**src/rtl/cpu_pkg.sv**
```systemverilog
// rtl/cpu_pkg.sv - opcodes and instruction-field helpers shared by the CPU and its sequencer
package cpu_pkg;

  typedef enum logic [2:0] {
    OP_LOAD = 3'b000,
    OP_ADD  = 3'b001,
    OP_MUL  = 3'b010,
    OP_SUB  = 3'b011,
    OP_AND  = 3'b100,
    OP_NOT  = 3'b101,
    OP_DIS  = 3'b110,
    OP_HLT  = 3'b111
  } opcode_e;

  typedef enum logic [1:0] {
    ST_IDLE,
    ST_ISSUE,
    ST_DRAIN,
    ST_DONE
  } seq_state_e;

  localparam int OPC_W = 3;

  // Instruction word is {opcode, operand}; the opcode sits directly above the N-bit operand.
  function automatic int word_w(input int n);
    return n + OPC_W;
  endfunction

  function automatic int opc_lsb(input int n);
    return n;
  endfunction

  function automatic int result_w(input int n);
    return 2 * n + 1;
  endfunction

endpackage

```
**src/rtl/cpu_program_sequencer_if.sv**
```systemverilog
// rtl/cpu_program_sequencer_if.sv - program-load, CPU command/result and display bus of the sequencer
interface cpu_program_sequencer_if #(
  parameter int N  = 5,
  parameter int AW = 4
);
  logic            PROG_WE;
  logic [AW-1:0]   PROG_ADDR;
  logic [N+2:0]    PROG_DATA;
  logic [2:0]      OPC;
  logic [N-1:0]    OPR;
  logic            START;
  logic [2*N:0]    CPU_RESULT;
  logic            DISP_VALID;
  logic [2*N:0]    DISP_DATA;

  modport master (
    input  PROG_WE, PROG_ADDR, PROG_DATA, CPU_RESULT,
    output OPC, OPR, START, DISP_VALID, DISP_DATA
  );

  modport slave (
    output PROG_WE, PROG_ADDR, PROG_DATA, CPU_RESULT,
    input  OPC, OPR, START, DISP_VALID, DISP_DATA
  );
endinterface

```
**src/rtl/seq_prog_ram.sv**
```systemverilog
// rtl/seq_prog_ram.sv - DEPTH x W program memory, one synchronous write port, asynchronous read
module seq_prog_ram #(
  parameter int W     = 8,
  parameter int AW    = 4,
  parameter int DEPTH = 16
) (
  input  logic          CLK,
  input  logic          we,
  input  logic [AW-1:0] waddr,
  input  logic [W-1:0]  wdata,
  input  logic [AW-1:0] raddr,
  output logic [W-1:0]  rdata
);
  logic [W-1:0] mem [DEPTH];

  always_ff @(posedge CLK) begin
    if (we) begin
      mem[waddr] <= wdata;
    end
  end

  assign rdata = mem[raddr];
endmodule

```
**src/rtl/cpu_program_sequencer.sv**
```systemverilog
// rtl/cpu_program_sequencer.sv - issues stored {opcode, operand} words to the accumulator CPU until HLT
module cpu_program_sequencer
  import cpu_pkg::*;
#(
  parameter int N     = 5,
  parameter int DEPTH = 16,
  parameter int AW    = 4
) (
  input  logic                   CLK,
  input  logic                   RESET,
  input  logic                   RUN,
  cpu_program_sequencer_if.master bus,
  output logic                   BUSY,
  output logic                   DONE,
  output logic                   OVERRUN,
  output logic [AW-1:0]          PC
);
  localparam int W   = word_w(N);
  localparam int OLS = opc_lsb(N);
  localparam int RW  = result_w(N);
  localparam logic [AW-1:0] LAST_ADDR = AW'(DEPTH - 1);

  seq_state_e    state_q, state_d;
  logic [AW-1:0] pc_q, pc_d;
  logic [2:0]    opc_q, opc_d;
  logic [N-1:0]  opr_q, opr_d;
  logic          start_q, start_d;
  logic          dis_pend_q, dis_pend_d;
  logic          dis_cap_q;
  logic          disp_valid_q;
  logic [RW-1:0] disp_data_q;
  logic          overrun_q, overrun_d;
  logic          end_q, end_d;
  logic          first_q, first_d;
  logic          run_q;
  logic [W-1:0]  word0_q;
  logic [W-1:0]  rd_word, iss_word;
  logic [AW-1:0] raddr;
  logic [2:0]    iss_opc;
  logic          prog_we_ok, run_rise;

  assign prog_we_ok = bus.PROG_WE && (state_q == ST_IDLE);
  assign run_rise   = RUN && !run_q;
  assign raddr      = (state_q == ST_IDLE) ? '0 : pc_q;

  seq_prog_ram #(.W(W), .AW(AW), .DEPTH(DEPTH)) u_ram (
    .CLK   (CLK),
    .we    (prog_we_ok),
    .waddr (bus.PROG_ADDR),
    .wdata (bus.PROG_DATA),
    .raddr (raddr),
    .rdata (rd_word)
  );

  // Word 0 is snapshotted on the start edge, so a write to address 0 in that same cycle misses this run.
  assign iss_word = first_q ? word0_q : rd_word;
  assign iss_opc  = iss_word[OLS +: 3];

  always_comb begin
    state_d    = state_q;
    pc_d       = pc_q;
    opc_d      = opc_q;
    opr_d      = opr_q;
    start_d    = start_q;
    dis_pend_d = 1'b0;
    overrun_d  = overrun_q;
    end_d      = end_q;
    first_d    = 1'b0;
    case (state_q)
      ST_IDLE: begin
        start_d = 1'b0;
        opc_d   = '0;
        opr_d   = '0;
        if (run_rise) begin
          pc_d      = '0;
          overrun_d = 1'b0;
          end_d     = 1'b0;
          first_d   = 1'b1;
          state_d   = ST_ISSUE;
        end
      end
      ST_ISSUE: begin
        start_d = 1'b1;
        if (end_q) begin
          // Ran off the end of memory: close the program with a synthesized HLT.
          opc_d     = OP_HLT;
          opr_d     = '0;
          overrun_d = 1'b1;
          state_d   = ST_DRAIN;
        end else begin
          opc_d      = iss_opc;
          opr_d      = iss_word[N-1:0];
          dis_pend_d = (iss_opc == OP_DIS);
          if (pc_q == LAST_ADDR) begin
            end_d = (iss_opc != OP_HLT);
          end else begin
            pc_d = pc_q + 1'b1;
          end
          if (iss_opc == OP_HLT) begin
            state_d = ST_DRAIN;
          end
        end
      end
      ST_DRAIN: begin
        start_d = 1'b0;
        opc_d   = '0;
        opr_d   = '0;
        state_d = ST_DONE;
      end
      ST_DONE: begin
        if (!RUN) begin
          state_d = ST_IDLE;
        end
      end
      default: state_d = ST_IDLE;
    endcase
  end

  always_ff @(posedge CLK) begin
    if (RESET) begin
      state_q      <= ST_IDLE;
      pc_q         <= '0;
      opc_q        <= '0;
      opr_q        <= '0;
      start_q      <= 1'b0;
      dis_pend_q   <= 1'b0;
      dis_cap_q    <= 1'b0;
      disp_valid_q <= 1'b0;
      disp_data_q  <= '0;
      overrun_q    <= 1'b0;
      end_q        <= 1'b0;
      first_q      <= 1'b0;
      run_q        <= 1'b0;
    end else begin
      state_q      <= state_d;
      pc_q         <= pc_d;
      opc_q        <= opc_d;
      opr_q        <= opr_d;
      start_q      <= start_d;
      overrun_q    <= overrun_d;
      end_q        <= end_d;
      first_q      <= first_d;
      run_q        <= RUN;
      // DIS on OPC -> CPU samples it next edge -> result valid one edge later.
      dis_pend_q   <= dis_pend_d;
      dis_cap_q    <= dis_pend_q;
      disp_valid_q <= dis_cap_q;
      if (dis_cap_q) begin
        disp_data_q <= bus.CPU_RESULT;
      end
    end
  end

  always_ff @(posedge CLK) begin
    if (state_q == ST_IDLE) begin
      word0_q <= rd_word;
    end
  end

  assign bus.OPC        = opc_q;
  assign bus.OPR        = opr_q;
  assign bus.START      = start_q;
  assign bus.DISP_VALID = disp_valid_q;
  assign bus.DISP_DATA  = disp_data_q;
  assign BUSY           = (state_q == ST_ISSUE) || (state_q == ST_DRAIN);
  assign DONE           = (state_q == ST_DONE);
  assign OVERRUN        = overrun_q;
  assign PC             = pc_q;
endmodule
```
**src/flat_wrapper.sv**
```systemverilog
// flat-port wrapper written by rule: the top's interface ports become plain ports
module cpu_program_sequencer_flat import cpu_pkg::*;
#(
  parameter int N     = 5,
  parameter int DEPTH = 16,
  parameter int AW    = 4
)
  (CLK, RESET, RUN, BUSY, DONE, OVERRUN, PC, bus_PROG_WE, bus_PROG_ADDR, bus_PROG_DATA, bus_CPU_RESULT, bus_OPC, bus_OPR, bus_START, bus_DISP_VALID, bus_DISP_DATA);
  cpu_program_sequencer_if #(.N(N), .AW(AW)) bus_i ();
  input  logic CLK;
  input  logic RESET;
  input  logic RUN;
  output logic BUSY;
  output logic DONE;
  output logic OVERRUN;
  output logic [AW-1:0] PC;
  input wire logic [$bits(bus_i.PROG_WE)-1:0] bus_PROG_WE;
  input wire logic [$bits(bus_i.PROG_ADDR)-1:0] bus_PROG_ADDR;
  input wire logic [$bits(bus_i.PROG_DATA)-1:0] bus_PROG_DATA;
  input wire logic [$bits(bus_i.CPU_RESULT)-1:0] bus_CPU_RESULT;
  output wire logic [$bits(bus_i.OPC)-1:0] bus_OPC;
  output wire logic [$bits(bus_i.OPR)-1:0] bus_OPR;
  output wire logic [$bits(bus_i.START)-1:0] bus_START;
  output wire logic [$bits(bus_i.DISP_VALID)-1:0] bus_DISP_VALID;
  output wire logic [$bits(bus_i.DISP_DATA)-1:0] bus_DISP_DATA;
  assign bus_i.PROG_WE = bus_PROG_WE;
  assign bus_i.PROG_ADDR = bus_PROG_ADDR;
  assign bus_i.PROG_DATA = bus_PROG_DATA;
  assign bus_i.CPU_RESULT = bus_CPU_RESULT;
  assign bus_OPC = bus_i.OPC;
  assign bus_OPR = bus_i.OPR;
  assign bus_START = bus_i.START;
  assign bus_DISP_VALID = bus_i.DISP_VALID;
  assign bus_DISP_DATA = bus_i.DISP_DATA;
  cpu_program_sequencer #(.N(N), .DEPTH(DEPTH), .AW(AW)) u_core (.CLK(CLK), .RESET(RESET), .RUN(RUN), .bus(bus_i), .BUSY(BUSY), .DONE(DONE), .OVERRUN(OVERRUN), .PC(PC));
endmodule
```
**config.mk**
```make
export PLATFORM = sky130hd
export DESIGN_NAME = cpu_program_sequencer_flat
export DESIGN_NICKNAME = d
export VERILOG_FILES = /design/src/rtl/cpu_pkg.sv /design/src/rtl/cpu_program_sequencer_if.sv /design/src/rtl/seq_prog_ram.sv /design/src/rtl/cpu_program_sequencer.sv /design/src/flat_wrapper.sv
export SDC_FILE = /design/constraint.sdc
export NUM_CORES = 1
export LEC_CHECK = 0
export CAP_MARGIN = 5
export CORE_UTILIZATION = 40
export CTS_CLUSTER_DIAMETER = 80
export DETAILED_ROUTE_END_ITERATION = 10
export GPL_TIMING_DRIVEN = 0
export PLACE_DENSITY = 0.67
export SLEW_MARGIN = 10
export SYNTH_ARGS = -nofsm -noshare
export SYNTH_HDL_FRONTEND = slang
export SYNTH_SLANG_ARGS = --single-unit
```
**constraint.sdc**
```tcl
create_clock -name CLK -period 3.6 [get_ports CLK]
set_clock_uncertainty 0.1 [all_clocks]
set_input_delay 0.72 -clock CLK [delete_from_list [all_inputs] [get_ports CLK]]
set_output_delay 0.72 -clock CLK [all_outputs]
set_load 0.05 [all_outputs]
```
==> results.json <==
{
  "status": "completed",
  "fin_nets": 620,
  "maxCapViolCount": 0,
  "port_buffers": 53,
  "diodes": 0,
  "vias": 4491,
  "critPathSlowestCell": "nor2_1",
  "ys_seq_area_share_pct": 67.7,
  "layout_commonest_cell": "edfxtp_1",
  "io_pins": 55,
  "cp-start-kind": "flip-flop",
  "layout_setup_ws_ns": 0.269,
  "endpoint_kind": "flip-flop",
  "hold_violations": 0,
  "ant_nets": 0,
  "p_per_area_nw_per_um2": 608,
  "drive_gt1_share_pct": 12.2,
  "cts_tree": "done",
  "async_flop_share_pct": 0,
  "leakage_uw": 0.00269,
  "viasPerCell": 5.44,
  "cts_max_level": 4,
  "worstPathArrival_ns": 3.29,
  "cts_sinks": 169,
  "postSynthAreaPerCell_um2": 13.7,
  "dieHeight_um": 134,
  "final_max_slew_viol_count": 0,
  "numCtsBuffers": 17,
  "tightest_slew_ns": 0.851,
  "place.gp.congestion": 0.842,
  "yosys_warnings": 0,
  "final_cell_area_um2": 8450,
  "netlist_area_um2": 7010,
  "placed_area_um2": 7840,
  "dpl.hpwl_um": 10600,
  "wl_per_cell_um": 18.5,
  "synth_cell_type_count": 53,
  "fill_cells": 1497,
  "clk_pin_slew_ns": 0.06,
  "dr.pass1.iters": 5,
  "ys_seq_elements": 169,
  "grt_max_degree": 17,
  "drtIter0Drc": 358,
  "final_cell_mix": "edfxtp_1, clkdlybuf4s50_1, nor2_1",
  "rows": 48,
  "cts-root-buf": "clkbuf_16",
  "grt_usage_pct": 18.0,
  "syn2layout_area_growth_pct": 20.5,
  "stdcell_count": 825,
  "required_ns": 3.56,
  "synth-edff-count": 136,
  "grt_pass1_vias": 4414,
  "layout_min_cycle_time_ns": 3.33,
  "setup_viol": 0,
  "ir_worst_vdd_uv": 336,
  "grt_overflow_total": 0,
  "core_area_um2": 17200,
  "finalCritPeriodShare_pct": 92.5,
  "final.setup.tns_ns": 0,
  "synthCells": 513,
  "grt_pass1_wl_um": 24000,
  "max_slew_margin_pct": 43.0,
  "clk_latency_ns": 0.43,
  "synth_fp_nets": 546,
  "drc": 0,
  "crit_chain": "inv_1 -> ha_4 -> buf_2 -> buf_2 -> buf_2 -> buf_2 -> nand4b_1 -> nor2_1",
  "postRouteWirelength_um": 15300,
  "fp.dieW_um": 134,
  "utilization_pct": 49.2,
  "dieArea_um2": 18100,
  "path_class": "flip-flop to flip-flop",
  "crit_top_cell": "buf_2",
  "hp-class": "flip-flop to flip-flop",
  "synth-main-ff-cell": "edfxtp_1",
  "antenna_found_initial": 0,
  "clock.fmax_mhz": 300,
  "slowest_delay_ns": 0.72,
  "hold_buffers": 0,
  "start_util_pct": 40.8,
  "cts_buffer_depth": 2,
  "dp_slack_ns": -0.380,
  "dp_cells": 792,
  "critPathMaxFanout": 15
}
==> final timing paths <==
check,from,depth (start not counted),end,slack (ns)
worst max-delay path,u_core.state_q[1]$_SDFFE_PP0P_,8,u_core.u_ram.mem[7][6]$_DFFE_PP_,0.27
worst min-delay path,u_core.dis_pend_q$_SDFF_PP0_,1,u_core.dis_cap_q$_SDFF_PP0_,0.35
worst max register to register,u_core.state_q[1]$_SDFFE_PP0P_,8,u_core.u_ram.mem[7][6]$_DFFE_PP_,0.27
worst min register to register,u_core.dis_pend_q$_SDFF_PP0_,1,u_core.dis_cap_q$_SDFF_PP0_,0.35
==> cells by family after synthesis <==
kind of cell	Yosys count	synth area share (%)
AOI/OAI and AO/OA	123	12.2
adders and majority gates	6	1.07
xor gates and xnor gates	3	0.375
DFF	169	67.7
buffers and inverters	32	2.25
muxes	42	6.96
and+or+nand+nor	138	9.46
==> worst max-delay path, delay by kind of cell, from the launching register on <==
family / cells / cell delay (ns)
buffers and inverters: 5 / 1.20
and+or+nand+nor: 2 / 1.02
adders and majority gates: 1 / 0.29
DFF: 1 / 0.34
==> cell type report <==
type                       instances  area (um2)  area share (%)
sequential                       169        4740            56.2
multi-input combinational        312        2180            25.8
timing repair buffer              55         558            6.61
clock buffer                      25         475            5.63
tap                              225         282            3.33
buffer                            28         143            1.69
clock inverter                     7        46.3           0.548
inverter                           4        15.0           0.178
==> cell usage after synthesis, drive strengths merged, types with 4 or more instances <==
cell,count,share of area [%]
a21oi,32,2.3
nand2,34,1.8
nand2b,15,1.3
or2,5,0.45
buf,18,1.5
edfxtp,136,58
o31ai,9,0.96
nand3b,5,0.54
clkbuf,10,0.54
nor2,47,2.5
inv,4,0.21
o221ai,13,1.6
mux4,5,1.6
a211oi,5,0.54
o21ai,21,1.5
a21o,5,0.54
or3,4,0.36
ha,6,1.1
o22ai,11,1.2
nor2b,10,0.89
mux2i,33,4.7
mux2,4,0.64
dfxtp,33,9.4
nor3,7,0.50
o22a,5,0.62
==> sequential cells by signal (all words and copies together), names as in the netlist <==
name and flops:
u_core.u_ram.mem 128, u_core.bus.DISP_DATA 11, u_core.word0_q 8, u_core.bus.OPR 5, u_core.PC 4, u_core.bus.OPC 3
u_core.state_q 2, u_core.OVERRUN 1, u_core.bus.DISP_VALID 1, u_core.bus.START 1, u_core.dis_cap_q 1, u_core.dis_pend_q 1
u_core.end_q 1, u_core.first_q 1, u_core.run_q 1
==> what timing repair did <==
item	CTS	global route
gates cloned	0	0
gates resized for setup	6	9
pin swaps	0	1
buffers inserted	0	1
setup endpoints to repair	120	120
==> layer usage <==
metal	global-route usage [%]	routed length, um	vias up
met2	27.6	7020	161
met1	24.1	6900	2176
met3	4.23	886	30
met4	8.55	478	0
li1	-	-	2124
met5	0	0	-
==> metrics by stage <==
step,hold WS (ns),power (uW)
2_1_floorplan,0.314,3170
3_3_place_gp,0.332,3490
3_5_place_dp,0.345,3520
4_1_cts,0.358,5130
5_1_grt,0.370,5360
6_report,0.354,5130
==> report_power, final <==
group	leakage, uW	internal (uW)	switching [uW]
sequential	0.00150	2250	50.0
clock	0.000239	915	699
combinational	0.000943	463	749
Note: power is estimated with default switching activity, not from simulation.
